$ cat config.mk
export PLATFORM = sky130hd
export DESIGN_NAME = ram_burst_reader
export DESIGN_NICKNAME = d
export VERILOG_FILES = /design/src/rtl/ram_burst_reader.sv
export SDC_FILE = /design/constraint.sdc
export NUM_CORES = 1
export LEC_CHECK = 0
export ABC_AREA = 1
export ABC_CLOCK_PERIOD_IN_PS = 2190
export CORE_MARGIN = 2
export CORE_UTILIZATION = 43
export DETAILED_ROUTE_END_ITERATION = 12
export PLACE_DENSITY_LB_ADDON = 0.25
export SETUP_SLACK_MARGIN = 0.3
export SYNTH_ARGS = -nofsm -noshare
export SYNTH_HDL_FRONTEND = slang
export SYNTH_SLANG_ARGS = --single-unit
$ cat constraint.sdc
create_clock -name Clk -period 2.19 [get_ports Clk]
set_input_delay 0.438 -clock Clk [delete_from_list [all_inputs] [get_ports Clk]]
set_output_delay 0.438 -clock Clk [all_outputs]
set_load 0.02 [all_outputs]
$ cat src/rtl/ram_burst_reader.sv
`default_nettype none
// ============================================================================
// Module   : ram_burst_reader
// Brief    : Reads bursts of four-lane quads from a synchronous RAM and hands
//            each quad out over a ready/valid port. Optional lane-overflow
//            clipping is enabled by defining READER_CLIP_EN.
// Revision : 1.0 - initial release
// ============================================================================
module ram_burst_reader #(
    parameter int ADDR_W = 8,
    parameter int DATA_W = 8
) (
    input  logic                Clk,
    input  logic                nReset,
    input  logic                cmdValid,
    output logic                cmdReady,
    input  logic [ADDR_W-1:0]   cmdBase,
    input  logic [5:0]          cmdQuads,
    output logic                chipSelect,
    output logic                readEnable,
    output logic [ADDR_W-1:0]   readAddr_0,
    output logic [ADDR_W-1:0]   readAddr_1,
    output logic [ADDR_W-1:0]   readAddr_2,
    output logic [ADDR_W-1:0]   readAddr_3,
    input  logic [DATA_W-1:0]   dOut_0,
    input  logic [DATA_W-1:0]   dOut_1,
    input  logic [DATA_W-1:0]   dOut_2,
    input  logic [DATA_W-1:0]   dOut_3,
    output logic                rdValid,
    input  logic                rdReady,
    output logic [4*DATA_W-1:0] rdData,
    output logic                rdLast,
    output logic                busy,
    output logic                done
);

    // One extra address bit exposes lane overflow when clipping is enabled.
`ifdef READER_CLIP_EN
    localparam int c_ACC_W = ADDR_W + 1;
`else
    localparam int c_ACC_W = ADDR_W;
`endif
    localparam logic [c_ACC_W-1:0] c_QUAD_STEP = c_ACC_W'(4);

    typedef enum logic [1:0] {
        IDLE    = 2'd0,
        ISSUE   = 2'd1,
        CAPTURE = 2'd2,
        HOLD    = 2'd3
    } state_t;

    state_t                r_state;
    logic                  r_cmdReady;
    logic                  r_rdStrobe;
    logic                  r_rdValid;
    logic                  r_rdLast;
    logic                  r_done;
    logic [4*DATA_W-1:0]   r_rdData;
    logic [ADDR_W-1:0]     r_readAddr [4];
    logic [3:0]            r_laneOvf;
    logic [c_ACC_W-1:0]    r_quadBase;
    logic [5:0]            r_quadIdx;
    logic [5:0]            r_quads;

    logic                  w_issue;
    logic [c_ACC_W-1:0]    w_issueBase;
    logic [c_ACC_W-1:0]    w_laneAddr [4];
    logic [ADDR_W-1:0]     w_laneOut  [4];
    logic [3:0]            w_laneOvf;
    logic [DATA_W-1:0]     w_dOut     [4];
    logic [4*DATA_W-1:0]   w_capData;

    assign w_dOut[0] = dOut_0;
    assign w_dOut[1] = dOut_1;
    assign w_dOut[2] = dOut_2;
    assign w_dOut[3] = dOut_3;

    // A quad is issued either straight from a fresh command or after the
    // previous non-final quad has been accepted downstream.
    assign w_issue = ((r_state == IDLE) && cmdValid && r_cmdReady && (cmdQuads != 6'd0)) ||
                     ((r_state == HOLD) && rdReady && !r_rdLast);
    assign w_issueBase = (r_state == IDLE) ? c_ACC_W'(cmdBase) : (r_quadBase + c_QUAD_STEP);

    for (genvar i = 0; i < 4; i++) begin : g_lane
        localparam logic [c_ACC_W-1:0] c_OFFS = c_ACC_W'(i);
        assign w_laneAddr[i] = w_issueBase + c_OFFS;
`ifdef READER_CLIP_EN
        assign w_laneOvf[i] = w_laneAddr[i][ADDR_W];
`else
        assign w_laneOvf[i] = 1'b0;
`endif
        assign w_laneOut[i] = w_laneOvf[i] ? '0 : w_laneAddr[i][ADDR_W-1:0];
        assign w_capData[i*DATA_W +: DATA_W] = r_laneOvf[i] ? '0 : w_dOut[i];
    end

    always_ff @(posedge Clk or negedge nReset) begin
        if (!nReset) begin
            r_state    <= IDLE;
            r_cmdReady <= 1'b0;
            r_rdStrobe <= 1'b0;
            r_rdValid  <= 1'b0;
            r_rdLast   <= 1'b0;
            r_done     <= 1'b0;
            r_rdData   <= '0;
            r_laneOvf  <= '0;
            r_quadBase <= '0;
            r_quadIdx  <= '0;
            r_quads    <= '0;
            for (int i = 0; i < 4; i++) r_readAddr[i] <= '0;
        end else begin
            r_rdStrobe <= 1'b0;
            r_done     <= 1'b0;
            for (int i = 0; i < 4; i++) r_readAddr[i] <= '0;

            case (r_state)
                IDLE: begin
                    r_cmdReady <= 1'b1;
                    if (cmdValid && r_cmdReady) begin
                        if (cmdQuads != 6'd0) begin
                            r_state    <= ISSUE;
                            r_cmdReady <= 1'b0;
                            r_quads    <= cmdQuads;
                            r_quadIdx  <= '0;
                        end else begin
                            r_done <= 1'b1;
                        end
                    end
                end
                ISSUE: begin
                    r_state <= CAPTURE;
                end
                CAPTURE: begin
                    r_rdData  <= w_capData;
                    r_rdLast  <= (r_quadIdx == (r_quads - 6'd1)) || (|r_laneOvf);
                    r_rdValid <= 1'b1;
                    r_state   <= HOLD;
                end
                HOLD: begin
                    if (rdReady) begin
                        r_rdValid <= 1'b0;
                        r_rdLast  <= 1'b0;
                        if (r_rdLast) begin
                            r_state    <= IDLE;
                            r_done     <= 1'b1;
                            r_cmdReady <= 1'b1;
                        end else begin
                            r_state   <= ISSUE;
                            r_quadIdx <= r_quadIdx + 6'd1;
                        end
                    end
                end
                default: r_state <= IDLE;
            endcase

            if (w_issue) begin
                r_rdStrobe <= 1'b1;
                r_laneOvf  <= w_laneOvf;
                r_quadBase <= w_issueBase;
                for (int i = 0; i < 4; i++) r_readAddr[i] <= w_laneOut[i];
            end
        end
    end

    assign cmdReady   = r_cmdReady;
    assign chipSelect = r_rdStrobe;
    assign readEnable = r_rdStrobe;
    assign readAddr_0 = r_readAddr[0];
    assign readAddr_1 = r_readAddr[1];
    assign readAddr_2 = r_readAddr[2];
    assign readAddr_3 = r_readAddr[3];
    assign rdValid    = r_rdValid;
    assign rdData     = r_rdData;
    assign rdLast     = r_rdLast;
    assign busy       = (r_state != IDLE);
    assign done       = r_done;

endmodule
`default_nettype wire

==> flow_metrics.env <==
export IMPL_cts_inserted_buffers=9
export IMPL_syn_avg_cell_area_sq_um=8.41
export IMPL_clk_pin_slew_worst_paths_ps=90
export IMPL_synth_distinct_cells=34
export IMPL_synth_seq_cells=89
export IMPL_nets=708
export IMPL_finalCritPeriodShare=0.870
export IMPL_fin_crit_ps=1910
export IMPL_grt_max_degree=53
export IMPL_place_hpwl_um=7150
export IMPL_dr_first_iter_drc_count=159
export IMPL_setup_viol=0
export IMPL_synth_compound_area_share=0.0515
export IMPL_critical_path_class="reg2reg"
export IMPL_end_kind="flop"
export IMPL_synth_xor_xnor_area_share=0.0322
export IMPL_die_area_sq_um=10600
export IMPL_critPathArrivalTime_ps=2170
export IMPL_fp_dieW_um=103
export IMPL_max_freq_mhz=525
export IMPL_initial_core_util=0.436
export IMPL_final_hold_viol_count=0
export IMPL_cts_tree="built"
export IMPL_syn_num_nets=560
export IMPL_slew_violations=0
export IMPL_fin_util=0.639
export IMPL_required_ps=2450
export IMPL_drive_gt1_frac=0.161
export IMPL_crit_buf_inv=4
export IMPL_cap_violations=0
export IMPL_peakVddDrop_mv=0.955
export IMPL_synth_simple_area_share=0.275
export IMPL_seq_area_frac_synth=0.530
export IMPL_synthCells=499
export IMPL_rsz0062_at_grt="true"
export IMPL_synth_fa_ha_area_frac=0.0328
export IMPL_crit_family="simple AND/OR/NAND/NOR gates"
export IMPL_grt_overflow_total=0
export IMPL_synth_top_family_by_area="simple AND/OR/NAND/NOR gates"
export IMPL_gp_congestion=0.922
export IMPL_clock_latency_ps=370
export IMPL_grt_pass1_vias=3489
export IMPL_ys_flop_type="dfrtp_1"
export IMPL_ios=121
export IMPL_hp_class="in2async"
export IMPL_slowest_stage="dfrtp_1"
export IMPL_ff2ff_path_depth=11
export IMPL_muxShareOfSynthArea=0.00536
export IMPL_status="finished clean"
export IMPL_yosys_warnings=0
export IMPL_wl_um=10500
export IMPL_drc=0
export IMPL_synth_area_sq_um=4200
export IMPL_crit_fanout=5
export IMPL_rows=36
export IMPL_max_slew_margin=0.742
export IMPL_fin_worst_skew_ps=10.8
export IMPL_portBuffers=120
export IMPL_ant_nets=0
export IMPL_firstDrtPassIters=4
export IMPL_synthArstFlopShare=1.00
export IMPL_worst_slew_pin_transition_ps=388
export IMPL_clk_root_buffer_cell="clkbuf_8"
export IMPL_tns_ps=0
export IMPL_p_leak_uw=0.00306
export IMPL_wire_per_inst_um=13.4
export IMPL_grt_pass1_wl_um=15600
export IMPL_clk_path_buf_depth=2
export IMPL_synth_edf_count=0
export IMPL_antenna_found_initial=0
export IMPL_cts_htree_levels=3
export IMPL_via_per_inst=4.74
export IMPL_syn_to_final_growth_pct=46.8
export IMPL_path_cells="inv_2 > ha_4 > inv_8 > or2_0 > o21a_4 > buf_4 > ha_4 > nand4_1 > nand2_1 > nand2_1 > inv_1"
export IMPL_cts_sink_count=89
export IMPL_die_h_um=103
export IMPL_fin_hold_ws_ps=436
export IMPL_grt_total_usage=0.192
export IMPL_worst_path_stages=11
export IMPL_vias=3724
export IMPL_n_antenna_cell=0
export IMPL_start_kind="flop"
export IMPL_finalPower_uw=9860
export IMPL_core_area_sq_um=9640
export IMPL_cpPeakStageDelay_ps=410
export IMPL_p_per_area_nw_per_um2=1600
-- cells in the mapped netlist, drive strengths merged, types with 2 or more instances --
library cell	n	area, sq um
a21oi	13	68.8
buf	10	75.1
clkbuf	7	26.3
dfrtp	89	2230
ha	11	138
inv	54	203
mux2	2	22.5
nand2	188	728
nand3	28	145
nand4	6	37.5
nor2	44	193
nor3	3	15.0
o21ai	20	111
o31ai	2	15.0
or2	6	37.5
xnor2	3	26.3
xor2	9	86.3
-- layout make-up --
class / count / area, sq um
repair inverters: 1 / 7.51
fillers: 817 / 3480
well taps: 133 / 166
clock inverters: 6 / 67.6
repair buffers: 153 / 1520
multi-input cells: 339 / 1810
clock buffers: 10 / 138
inverters: 54 / 221
flip-flops and latches: 89 / 2230
-- stage by stage --
step	worst slack [ps]	area, sq um	cells
floorplan	226	4230	499
global placement	126	5580	743
detailed placement	98.7	5580	743
CTS	300	5880	767
global route	175	6160	785
finish	284	6160	785
-- worst paths after layout --
check,from,end,slack (ps)
max in group asynchronous,nReset,r_quadBase[2]$_DFFE_PN0N_,1130
setup / recovery,r_state[0]$_DFFE_PN0P_,readAddr_1[6]$_DFF_PN0_,280
min in group Clk,rdData[12]$_DFFE_PN0P_,rdData[12]$_DFFE_PN0P_,480
hold reg to reg,rdData[12]$_DFFE_PN0P_,rdData[12]$_DFFE_PN0P_,480
setup reg to reg,r_state[0]$_DFFE_PN0P_,readAddr_1[6]$_DFF_PN0_,280
hold / removal,nReset,rdData[30]$_DFFE_PN0P_,440
-- per-layer routing --
metal | up-vias | GRT usage | wire length, um
met5 | - | 0 | 0
met3 | 11 | 0.0468 | 630
met2 | 112 | 0.306 | 4930
met4 | 0 | 0.0840 | 153
met1 | 1764 | 0.251 | 4770
li1 | 1837 | - | -
-- power breakdown --
| group | internal [uW] | switching (uW) | leakage [uW] | total [uW] |
|---|---|---|---|---|
| combinational | 2640 | 3340 | 0.00183 | 5980 |
| clock | 560 | 599 | 0.0000985 | 1160 |
| sequential | 2340 | 380 | 0.00113 | 2720 |
-- flip-flops by register name, indices dropped and copies added, names as in the netlist, 2 cells and up --
| register | count |
|---|---|
| r_state | 2 |
| r_quadBase | 8 |
| readAddr_2 | 8 |
| readAddr_1 | 7 |
| rdData | 32 |
| readAddr_3 | 8 |
| r_quadIdx | 6 |
| readAddr_0 | 7 |
| r_quads | 6 |
-- cell families (layout without fill, tap and decap cells) --
logic type	after synthesis	after routing
and+or+nand+nor	275	275
DFF	89	89
buffers and inverters	71	224
AOI/OAI and AO/OA	38	38
xor gates and xnor gates	13	13
adders and majority gates	11	11
muxes	2	2
-- what timing repair did --
action / CTS / global route
pin swaps: 2 / 12
hold buffers: 1 / 0
gates resized for setup: 12 / 31
cloned: 0 / 2
setup buffers: 7 / 16
endpoints found under the hold margin: 8 / 0
endpoints found under the setup margin: 14 / 48
-- cells in the final DEF (no fill, tap or decap), drive strengths merged --
cell type,n
clkdlybuf4s15,1
dlygate4sd3,1
clkinv,3
or2,6
nand3,28
bufinv,1
nand4,6
o21ai,20
o31ai,2
inv,53
nor2,44
nor3,3
xnor3,1
a31oi,1
clkdlybuf4s50,117
dfrtp,89
buf,32
a21oi,13
o21a,1
xor2,9
xnor2,3
mux2,2
dlymetal6s2s,1
clkbuf,11
clkinvlp,4
nand2,188
ha,11
o22ai,1
Power figures use the tool's default switching activity.
